--- config.mk ---
export PLATFORM = sky130hd
export DESIGN_NAME = io_port_bank
export DESIGN_NICKNAME = d
export VERILOG_FILES = /design/src/rtl/io_port_pkg.sv /design/src/rtl/io_in_channel.sv /design/src/rtl/io_port_bank.sv
export SDC_FILE = /design/constraint.sdc
export NUM_CORES = 1
export LEC_CHECK = 0
export ABC_AREA = 1
export CORE_ASPECT_RATIO = 0.7
export CORE_UTILIZATION = 51
export CTS_BUF_LIST = sky130_fd_sc_hd__clkbuf_16
export DETAILED_ROUTE_END_ITERATION = 10
export PLACE_DENSITY = 0.84
export SYNTH_ARGS = -nofsm -noshare
export SYNTH_HDL_FRONTEND = slang
export SYNTH_SLANG_ARGS = --single-unit
--- constraint.sdc ---
create_clock -name clk -period 10.4 [get_ports clk]
set_clock_uncertainty 0.1 [all_clocks]
set_input_delay 3.12 -clock clk [delete_from_list [all_inputs] [get_ports clk]]
set_output_delay 3.12 -clock clk [all_outputs]
set_load 0.1 [all_outputs]
--- src/rtl/io_port_pkg.sv ---
// io_port_pkg: shared constants for the processor I/O port bank.
// Default port geometry and the port-index width helper.
package io_port_pkg;

    localparam int DEF_DATA_W    = 8;
    localparam int DEF_NUM_PORTS = 4;

    // Port index width, never narrower than one bit.
    function automatic int sel_w(input int n);
        return (n > 1) ? $clog2(n) : 1;
    endfunction

endpackage

--- src/rtl/io_in_channel.sv ---
// io_in_channel: one input port capture channel.
// Strobe synchroniser, rise detect, data latch, full and overrun flags.
module io_in_channel
    import io_port_pkg::*;
#(
    parameter int DATA_W = DEF_DATA_W
) (
    input  logic              clk,
    input  logic              Reset,
    input  logic              strobe_i,
    input  logic [DATA_W-1:0] data_i,
    input  logic              rd_i,
    input  logic              clr_err_i,
    output logic [DATA_W-1:0] data_o,
    output logic              full_o,
    output logic              overrun_o
);

    logic [2:0]        sync_q;
    logic              rise;
    logic [DATA_W-1:0] lat_q, lat_d;
    logic              full_q, full_d;
    logic              ovr_q, ovr_d;

    // Two synchroniser stages plus one history stage for edge detect.
    always_ff @(posedge clk or posedge Reset) begin
        if (Reset) begin
            sync_q <= '0;
        end else begin
            sync_q <= {sync_q[1:0], strobe_i};
        end
    end

    assign rise = sync_q[1] & ~sync_q[2];

    // Capture beats read; a new overrun beats the clear.
    always_comb begin
        lat_d  = lat_q;
        full_d = full_q;
        ovr_d  = clr_err_i ? 1'b0 : ovr_q;
        if (rise) begin
            lat_d  = data_i;
            full_d = 1'b1;
            if (full_q && !rd_i) begin
                ovr_d = 1'b1;
            end
        end else if (rd_i) begin
            full_d = 1'b0;
        end
    end

    // Latch and flag registers.
    always_ff @(posedge clk or posedge Reset) begin
        if (Reset) begin
            lat_q  <= '0;
            full_q <= 1'b0;
            ovr_q  <= 1'b0;
        end else begin
            lat_q  <= lat_d;
            full_q <= full_d;
            ovr_q  <= ovr_d;
        end
    end

    assign data_o    = lat_q;
    assign full_o    = full_q;
    assign overrun_o = ovr_q;

endmodule

--- src/rtl/io_port_bank.sv ---
// io_port_bank: parametrised processor-facing I/O port bank.
// Input capture channels, output registers with valid/ack handshake.
module io_port_bank
    import io_port_pkg::*;
#(
    parameter int DATA_W    = DEF_DATA_W,
    parameter int NUM_PORTS = DEF_NUM_PORTS,
    parameter int SEL_W     = sel_w(NUM_PORTS)
) (
    input  logic                        clk,
    input  logic                        Reset,
    input  logic [SEL_W-1:0]            PortSel,
    input  logic                        INportRead,
    input  logic                        OUTportWrite,
    input  logic [DATA_W-1:0]           WriteData,
    output logic [DATA_W-1:0]           ReadData,
    output logic                        Busy,
    input  logic                        ClrErr,
    input  logic [NUM_PORTS*DATA_W-1:0] InpExtWorld,
    input  logic [NUM_PORTS-1:0]        InpStrobe,
    output logic [NUM_PORTS-1:0]        InFull,
    output logic [NUM_PORTS-1:0]        InOverrun,
    output logic [NUM_PORTS*DATA_W-1:0] OutExtWorld,
    output logic [NUM_PORTS-1:0]        OutValid,
    input  logic [NUM_PORTS-1:0]        OutAck,
    output logic [NUM_PORTS-1:0]        OutDrop
);

    logic [DATA_W-1:0]           lat [NUM_PORTS];
    logic [NUM_PORTS-1:0]        rd_hit;
    logic [DATA_W-1:0]           rdata_q, rdata_d;
    logic [NUM_PORTS*DATA_W-1:0] out_q, out_d;
    logic [NUM_PORTS-1:0]        valid_q, valid_d;
    logic [NUM_PORTS-1:0]        drop_q, drop_d;

    genvar g;
    generate
        for (g = 0; g < NUM_PORTS; g++) begin : g_in
            assign rd_hit[g] = INportRead && (PortSel == SEL_W'(g));

            io_in_channel #(
                .DATA_W(DATA_W)
            ) u_ch (
                .clk      (clk),
                .Reset    (Reset),
                .strobe_i (InpStrobe[g]),
                .data_i   (InpExtWorld[g*DATA_W +: DATA_W]),
                .rd_i     (rd_hit[g]),
                .clr_err_i(ClrErr),
                .data_o   (lat[g]),
                .full_o   (InFull[g]),
                .overrun_o(InOverrun[g])
            );
        end
    endgenerate

    // Read mux; an index with no port behind it reads as zero.
    always_comb begin
        rdata_d = rdata_q;
        if (INportRead) begin
            rdata_d = '0;
            for (int p = 0; p < NUM_PORTS; p++) begin
                if (PortSel == SEL_W'(p)) begin
                    rdata_d = lat[p];
                end
            end
        end
    end

    // Busy mirrors the valid flag of the selected output port.
    always_comb begin
        Busy = 1'b0;
        for (int p = 0; p < NUM_PORTS; p++) begin
            if (PortSel == SEL_W'(p)) begin
                Busy = valid_q[p];
            end
        end
    end

    // Output handshake: an ack frees the slot for a same-cycle write.
    always_comb begin
        out_d   = out_q;
        valid_d = valid_q;
        drop_d  = ClrErr ? '0 : drop_q;
        for (int p = 0; p < NUM_PORTS; p++) begin
            if (OUTportWrite && (PortSel == SEL_W'(p))) begin
                if (!valid_q[p] || OutAck[p]) begin
                    out_d[p*DATA_W +: DATA_W] = WriteData;
                    valid_d[p]                = 1'b1;
                end else begin
                    drop_d[p] = 1'b1;
                end
            end else if (OutAck[p]) begin
                valid_d[p] = 1'b0;
            end
        end
    end

    // Processor-side registers.
    always_ff @(posedge clk or posedge Reset) begin
        if (Reset) begin
            rdata_q <= '0;
            out_q   <= '0;
            valid_q <= '0;
            drop_q  <= '0;
        end else begin
            rdata_q <= rdata_d;
            out_q   <= out_d;
            valid_q <= valid_d;
            drop_q  <= drop_d;
        end
    end

    assign ReadData    = rdata_q;
    assign OutExtWorld = out_q;
    assign OutValid    = valid_q;
    assign OutDrop     = drop_q;

endmodule

==> flow_summary.ini, run 1 <==
[critical_path]
rr_worst_depth = 5
crit_cells = 5
rrSetupSlack_ps = 8850
critPathKind = in2out
critPathRequiredTime_ps = 7180
path_cells = clkdlybuf4s50_1 > nor2_1 > nand2_1 > nand4_1 > clkdlybuf4s50_1
worst-path-buf-inv = 2
worstSetupStartpointType = input port
timing.rr.end = OutExtWorld[1]
cp_slowest_stage_delay_ps = 1170
worstSetupEndpointType = output port
slowest_stage = clkdlybuf4s50_1
cp_top_family = buffers and inverters
cp.arrival_ps = 5910
critical_path.most_common_cell = clkdlybuf4s50_1
crit_path_max_fanout = 20
r2r-start = OutValid[0]

[floorplan]
row_count = 26
initial_utilization_pct = 53.98
coreArea_sq_um = 7450
die_h_um = 76.30
ioPinCount = 112
die_x_um = 108.1
die_area_sq_um = 8250

[layout]
synthToLayoutAreaGrowth_pct = 34.85
layout.nets = 618
diodes = 0
fillCellCount = 579
multi_input_area_sq_um = 1304
drive_above_1_share_pct = 4.225
seqCellArea_sq_um = 2502
final_core_util_pct = 72.79

[timing]
setup_tns_ps = 0
drv_slew = 0
hold_viol_final = 0
max_freq_ghz = 0.1095
setup_viol = 0
slew_headroom_pct = 32.29
timing.final.ws_setup_ps = 1267
hold_ws_ps = 249.8
finalCritPeriodShare_pct = 87.81
tightest_slew_ps = 1013
min_period_ps = 9133
rsz0062_at_grt = no

[place]
dp_hpwl_um = 7660
io_buffers = 111
place_ws_ps = 1307
gp_congestion = 0.8590

[clocking]
clockRootBuffer = clkbuf_16
cts.repair.resized = 0
cts_htree_levels = 3
cts_tree = yes
cts-hold-fix-buffers = 0
clk_pin_slew_ps = 70
post_cts_buffers = 0
cts_buffers = 9
clock_latency_ps = 340
cts_buffer_depth = 2
cts_sinks = 100

[worst_hold_path]
hold_class = reg2reg
min_from = g_in[1].u_ch.sync_q[0]
min_path_cells = 0
holdPathEnd = g_in[1].u_ch.sync_q[1]

[route]
vias_per_cell = 5.026
wl_per_cell_um = 15.46
drt_first_pass_iters = 5
drcViolationCount = 0
vias = 3347
drt-initial-drc-count = 221
routed_wl_um = 10300
postRouteAntennaNets = 0

[logic_synthesis]
synth_top_area_share_pct = 62.23
yosysWarnings = 0
synth_fp_nets = 514
syn_avg_cell_area_sq_um = 8.761
synth-seq-area-share_pct = 62.23
synthCells = 459
netlist_area_sq_um = 4021
synth-seq-cells = 100
ys_types = 19
yosys-top-cells-area = dfrtp_1 (62%), nand2_1 (20%), nand3_1 (5.2%), o21ai_0 (4.0%), nor2_1 (2.1%)
synth_top_area_cell = dfrtp_1

[power_and_ir_drop]
p_per_area_nw_per_um2 = 219.5
internal_power_mw = 0.6978
swShare_pct = 41.37
switchingPower_mw = 0.4924
power_mw = 1.190
power_frac_seq_pct = 39.6
pwr-share-comb_pct = 34.8
clockPowerShare_pct = 25.5
ir_worst_vdd_v = 0.0001350
p_leak_nw = 2.667

[global_routing]
track_usage_pct = 27.56
grt_pass1_vias = 3289
grt_pass1_wl_um = 16920
grt_max_degree = 62
grt_antenna_before_repair = 0
overflow = 0

[outcome]
status = finished clean

[run]
cap_viol_max_count = 0
synthesized netlist by cell type (all sizes together):
library cell and n:
nand2 210, dfrtp 100, nand3 43, o21ai 32
nor2 26, inv 22, buf 12, clkbuf 7
clkinv 4, a21boi 1, nand4 1, or2 1
through the flow:
step / instance area (sq um) / cells
detailed placement: 5147 / 650
global placement: 5147 / 650
finish: 5423 / 666
global route: 5423 / 666
floorplan: 4021 / 459
CTS: 5423 / 666
state kept, by name, indices dropped and copies added, names as in the netlist:
register and count:
g_in.u_ch.overrun_o 4, ReadData 8, OutDrop 4, g_in.u_ch.data_o 32
OutExtWorld 32, OutValid 4, g_in.u_ch.sync_q 12, g_in.u_ch.full_o 4
power by group through the flow:
stage	logic [mW]	clock network [mW]	registers, mW
finish	0.415	0.304	0.472
global route	0.433	0.326	0.477
CTS	0.416	0.310	0.471
detailed placement	0.415	0	0.477
global placement	0.410	0	0.476
floorplan	0.0988	0	0.679
cells by family after synthesis:
logic type	Yosys count	share of synthesized area [%]
AND/OR/NAND/NOR	281	28.25
buffers and inverters	45	5.351
AO/OA/AOI/OAI	33	4.169
flip-flops	100	62.23
worst max path at each step:
stage / start / to / slack (ps)
floorplan: PortSel[0] / Busy / 2710
global placement: PortSel[0] / Busy / 1410
detailed placement: PortSel[0] / Busy / 1310
CTS: PortSel[0] / Busy / 1310
global route: PortSel[0] / Busy / 1030
finish: PortSel[0] / Busy / 1270
layout by cell type (no fill, tap or decap), types with 2 or more instances in the layout:
cell type and count:
clkdlybuf4s50_1 111, inv_6 2, clkinv_1 6, clkbuf_16 9, dfrtp_1 100, inv_1 20
nor2_2 3, clkinv_4 2, nand3_1 42, nand2_1 209, nor2_1 22, o21ai_0 32
layout make-up:
cell class	instances	area share [%]
Sequential cell	100	46.15
Multi-Input combinational cell	314	24.04
Timing Repair Buffer	112	20.63
Clock buffer	9	4.153
Tap cell	98	2.261
Inverter	26	1.846
Clock inverter	7	0.9229
per-layer routing:
metal	vias up	routed length, um	GRT usage [%]
li1	1636	-	-
met1	1577	5005	40.76
met2	116	4496	40.00
met3	18	588	6.159
met4	0	208	9.863
met5	-	0	0
(Power assumes the default switching activity.)
==> inputs of run 2 (changes only) <==
CORE_UTILIZATION = 43   (was 51)
PLACE_DENSITY = 0.76   (was 0.84)
clock period = 7.54 ns   (was 10.4 ns; I/O delays follow)
==> run 2 against run 1 <==
- worst setup slack lost 290 ps
- combinational power grew 37%
- flip-flop and latch count is the same
- die area grew 18%
- hold slack lost 1.5 ps
- sequential share of layout area shrank 0.35 points
- register-to-register slack lost 2900 ps
- utilization shrank 13 points
- routed wire length shrank 1.0%
- total power grew 40%
- clock power grew 45%
- via count is essentially flat
- critical path type unchanged
- critical endpoint unchanged
- largest cell class unchanged
- largest power group unchanged
- highest routed layer unchanged
==> flow_summary.ini, run 2 (synthesis gave the netlist of run 1 again) <==
[power_and_ir_drop]
p_leak_nw = 2.683
power_frac_seq_pct = 39.2
p_per_area_nw_per_um2 = 304.3
switchingPower_mw = 0.6720
internal_power_mw = 0.9905
ir_worst_vdd_v = 0.0001257
pwr-share-comb_pct = 34.3
power_mw = 1.663
clockPowerShare_pct = 26.5
swShare_pct = 40.42

[critical_path]
cp_top_family = buffers and inverters
critPathKind = in2out
cp.arrival_ps = 4200
critPathRequiredTime_ps = 5180
cp_slowest_stage_delay_ps = 720
worst-path-buf-inv = 2
path_cells = clkdlybuf4s50_1 > nor2_1 > nand2_1 > nand4_1 > buf_4
worstSetupStartpointType = input port
crit_path_max_fanout = 20
slowest_stage = clkdlybuf4s50_1
worstSetupEndpointType = output port

[route]
postRouteAntennaNets = 0
vias = 3345
drt_first_pass_iters = 5
drt-initial-drc-count = 272
routed_wl_um = 10200
vias_per_cell = 4.834
wl_per_cell_um = 14.73
drcViolationCount = 0

[floorplan]
die_area_sq_um = 9749
die_h_um = 82.91
initial_utilization_pct = 44.33
coreArea_sq_um = 9071
ioPinCount = 112
die_x_um = 117.6
row_count = 29

[clocking]
cts_htree_levels = 3
cts_buffer_depth = 2
clock_latency_ps = 340
post_cts_buffers = 0
cts_buffers = 9
cts_sinks = 100
clockRootBuffer = clkbuf_16
cts.repair.resized = 0
clk_pin_slew_ps = 60
cts_tree = yes
cts-hold-fix-buffers = 0

[timing]
setup_tns_ps = 0
min_period_ps = 6563
slew_headroom_pct = 32.29
hold_viol_final = 0
max_freq_ghz = 0.1524
setup_viol = 0
timing.final.ws_setup_ps = 976.9
rsz0062_at_grt = no
finalCritPeriodShare_pct = 87.04
drv_slew = 0
tightest_slew_ps = 1012

[place]
dp_hpwl_um = 7546
place_ws_ps = 1024
gp_congestion = 0.8927
io_buffers = 111

[run]
cap_viol_max_count = 0

[worst_hold_path]
hold_class = reg2reg

[layout]
final_common_cell = nand2_1
layout.nets = 618
fillCellCount = 765
seqCellArea_sq_um = 2502
multi_input_area_sq_um = 1304
diodes = 0
drive_above_1_share_pct = 4.225
layout_common_cells = nand2_1 (209), clkdlybuf4s50_1 (110), dfrtp_1 (100)
synthToLayoutAreaGrowth_pct = 35.87
final_core_util_pct = 60.23

[global_routing]
grt_antenna_before_repair = 0
overflow = 0
track_usage_pct = 21.93
grt_pass1_wl_um = 16460
grt_max_degree = 68
grt_pass1_vias = 3199

[outcome]
status = finished clean
==> run 2: cell count changes in the layout (fill, tap and decap cells not counted), sizes merged <==
cell / change
clkinv: -3
inv: +1
bufinv: +1
clkinvlp: +1
buf: +1
clkdlybuf4s50: -1
==> run 2: power by group through the flow <==
stage | combinational [mW] | sequential, mW | clock (mW)
floorplan | 0.136 | 0.937 | 0
global placement | 0.564 | 0.657 | 0
detailed placement | 0.571 | 0.659 | 0
CTS | 0.573 | 0.650 | 0.448
global route | 0.595 | 0.658 | 0.468
finish | 0.570 | 0.651 | 0.441
==> run 2: final timing paths <==
kind,to,slack [ps],start,cells past startpoint
worst max register to register,g_in[0].u_ch.data_o[7],5960,g_in[0].u_ch.sync_q[1],5
min in group asynchronous,g_in[0].u_ch.sync_q[0],2180,Reset,2
worst min-delay path,g_in[1].u_ch.sync_q[1],250,g_in[1].u_ch.sync_q[0],0
max in group asynchronous,OutExtWorld[25],3970,Reset,3
worst max-delay path,Busy,980,PortSel[0],5
worst min register to register,g_in[1].u_ch.sync_q[1],250,g_in[1].u_ch.sync_q[0],0
==> run 2: layer usage <==
metal	wire length (um)	vias to the layer above	track usage [%]
met4	163	0	6.876
met3	429	12	5.014
met2	4669	84	33.24
li1	-	1643	-
met1	4933	1606	31.48
met5	0	-	0
==> run 2: metrics by stage <==
stage	instances	cell area [sq um]	hold slack (ps)
finish	692	5464	248.3
global route	692	5464	255.6
floorplan	459	4021	231.2
global placement	676	5177	233.5
CTS	692	5464	249.8
detailed placement	676	5177	234.7
==> run 2: area by class of cell <==
cell class	count	area share (%)
clock buffer	9	4.122
clock inverter	7	1.122
inverter	26	1.832
multi-input combinational	314	23.86
sequential	100	45.80
tap	124	2.839
timing repair buffer	112	20.43
==> run 2: worst register-to-register path: stages, from the launching register on <==
cell and delay [ps]:
dfrtp_1 350, inv_1 50, nor2_1 500, inv_1 280
nand2_1 140, nand2_1 50
==> inputs of run 3 (changes only) <==
CORE_MARGIN = 4   (was default)
CORE_UTILIZATION = 30   (was 43)
PLACE_DENSITY = default   (was 0.76)
==> run 3 against run 2 <==
- hold slack improved by 2.3 ps
- clock power is 9.5% higher
- fmax shrank 0.14%
- sequential power is essentially flat
- sequential share of layout area decreased by 0.70 points
- global-route usage is 6.5 points lower
- via count decreased by 1.4%
- register-to-register slack gained 50 ps
- die area rose by 57%
- highest routed layer unchanged
==> flow_summary.ini, run 3 (synthesis gave the netlist of run 1 again) <==
[critical_path]
path_cells = clkdlybuf4s50_1 > nor2_1 > nand2_1 > nand4_1 > buf_4
crit_path_max_fanout = 20
worstSetupStartpointType = input port
cp_slowest_stage_delay_ps = 730
worstSetupEndpointType = output port
cp.arrival_ps = 4210
slowest_stage = clkdlybuf4s50_1
critPathKind = in2out
critPathRequiredTime_ps = 5180

[route]
drt-initial-drc-count = 226
drcViolationCount = 0
drt_first_pass_iters = 5
postRouteAntennaNets = 0
vias_per_cell = 4.492
routed_wl_um = 11430
wl_per_cell_um = 15.58
vias = 3297

[floorplan]
die_h_um = 104.9
die_area_sq_um = 15350
ioPinCount = 112
row_count = 35
initial_utilization_pct = 30.61
die_x_um = 146.4
coreArea_sq_um = 13140

[timing]
hold_viol_final = 0
finalCritPeriodShare_pct = 87.16
rsz0062_at_grt = no
hold_ws_ps = 250.7
setup_viol = 0
max_freq_ghz = 0.1522
setup_tns_ps = 0
tightest_slew_ps = 1018
min_period_ps = 6572
drv_slew = 0
slew_headroom_pct = 31.92

[power_and_ir_drop]
ir_worst_vdd_v = 0.0001120
p_leak_nw = 2.690
power_frac_seq_pct = 38.2
clockPowerShare_pct = 28.3
swShare_pct = 41.28
switchingPower_mw = 0.7055
p_per_area_nw_per_um2 = 308.0
pwr-share-comb_pct = 33.5
internal_power_mw = 1.004

[clocking]
cts_buffers = 9
cts.repair.resized = 0
clock_latency_ps = 340
clockRootBuffer = clkbuf_16
clk_pin_slew_ps = 80
cts_buffer_depth = 2
cts_tree = yes
cts_htree_levels = 3
cts-hold-fix-buffers = 0
cts_sinks = 100
post_cts_buffers = 0

[place]
dp_cells = 718
io_buffers = 111
gp_congestion = 0.8676
dp_hpwl_um = 8862

[layout]
drive_above_1_share_pct = 4.754
layout.nets = 618
final_common_cell = nand2_1
fin_cells = 734
synthToLayoutAreaGrowth_pct = 37.99
diodes = 0
layout_common_cells = nand2_1 (209), clkdlybuf4s50_1 (110), dfrtp_1 (100)

[global_routing]
overflow = 0
grt_max_degree = 70
grt_pass1_vias = 3371
grt_pass1_wl_um = 18570
track_usage_pct = 15.43
grt_antenna_before_repair = 0

[worst_hold_path]
hold_class = reg2reg

[outcome]
status = finished clean

[run]
cap_viol_max_count = 0
run 3: cell count changes in the layout (fill, tap and decap cells not counted):
cell	previous run	this run
clkinv_2	1	0
clkinv_4	0	1
clkinv_8	0	1
clkinvlp_4	2	1
inv_1	23	20
inv_6	0	1
inv_8	0	2
run 3: final timing paths:
path | cells after the start | slack (ps) | endpoint | startpoint
worst max register to register | 4 | 6010 | g_in[0].u_ch.data_o[4] | g_in[0].u_ch.sync_q[2]
worst min register to register | 0 | 250 | g_in[0].u_ch.sync_q[1] | g_in[0].u_ch.sync_q[0]
worst min-delay path | 0 | 250 | g_in[0].u_ch.sync_q[1] | g_in[0].u_ch.sync_q[0]
worst max-delay path | 5 | 970 | Busy | PortSel[0]
max in group asynchronous | 3 | 3970 | g_in[3].u_ch.data_o[0] | Reset
min in group asynchronous | 2 | 2170 | g_in[0].u_ch.overrun_o | Reset
run 3: metrics by stage:
step / util, % / setup slack (ps) / cell area [sq um] / total power [mW]
final: 42.24 / 967.8 / 5549 / 1.709
after global routing: 42.24 / 799.0 / 5549 / 1.781
after CTS: 42.24 / 974.1 / 5549 / 1.725
after detailed placement: 39.81 / 972.3 / 5230 / 1.238
after global placement: 39.81 / 1129 / 5230 / 1.232
after floorplan: - / 1570 / 4021 / 1.073
run 3: per-layer routing:
layer | vias up | global-route usage (%) | share of wire, %
li1 | 1642 | - | -
met1 | 1568 | 22.38 | 50
met2 | 77 | 22.98 | 45
met3 | 10 | 4.118 | 4.5
met4 | 0 | 3.960 | 1.3
met5 | - | 0 | 0
run 3: layout make-up:
| cell class | count | area (sq um) |
|---|---|---|
| fill | 1289 | 7589 |
| tap | 166 | 207.7 |
| sequential | 100 | 2502 |
| multi-input combinational | 314 | 1304 |
| timing repair buffer | 112 | 1116 |
| clock inverter | 7 | 93.84 |
| inverter | 26 | 100.1 |
| clock buffer | 9 | 225.2 |
run 3: power by group through the flow:
stage	combinational, mW	sequential, mW	clock [mW]
2_1_floorplan	0.136	0.937	0
3_3_place_gp	0.571	0.661	0
3_5_place_dp	0.575	0.662	0
4_1_cts	0.576	0.653	0.496
5_1_grt	0.600	0.662	0.519
6_report	0.573	0.653	0.483
run 3: critical path, delay by kind of cell:
family / cells / cell delay, ps
buffers and inverters: 2 / 1030
AND/OR/NAND/NOR: 3 / 910
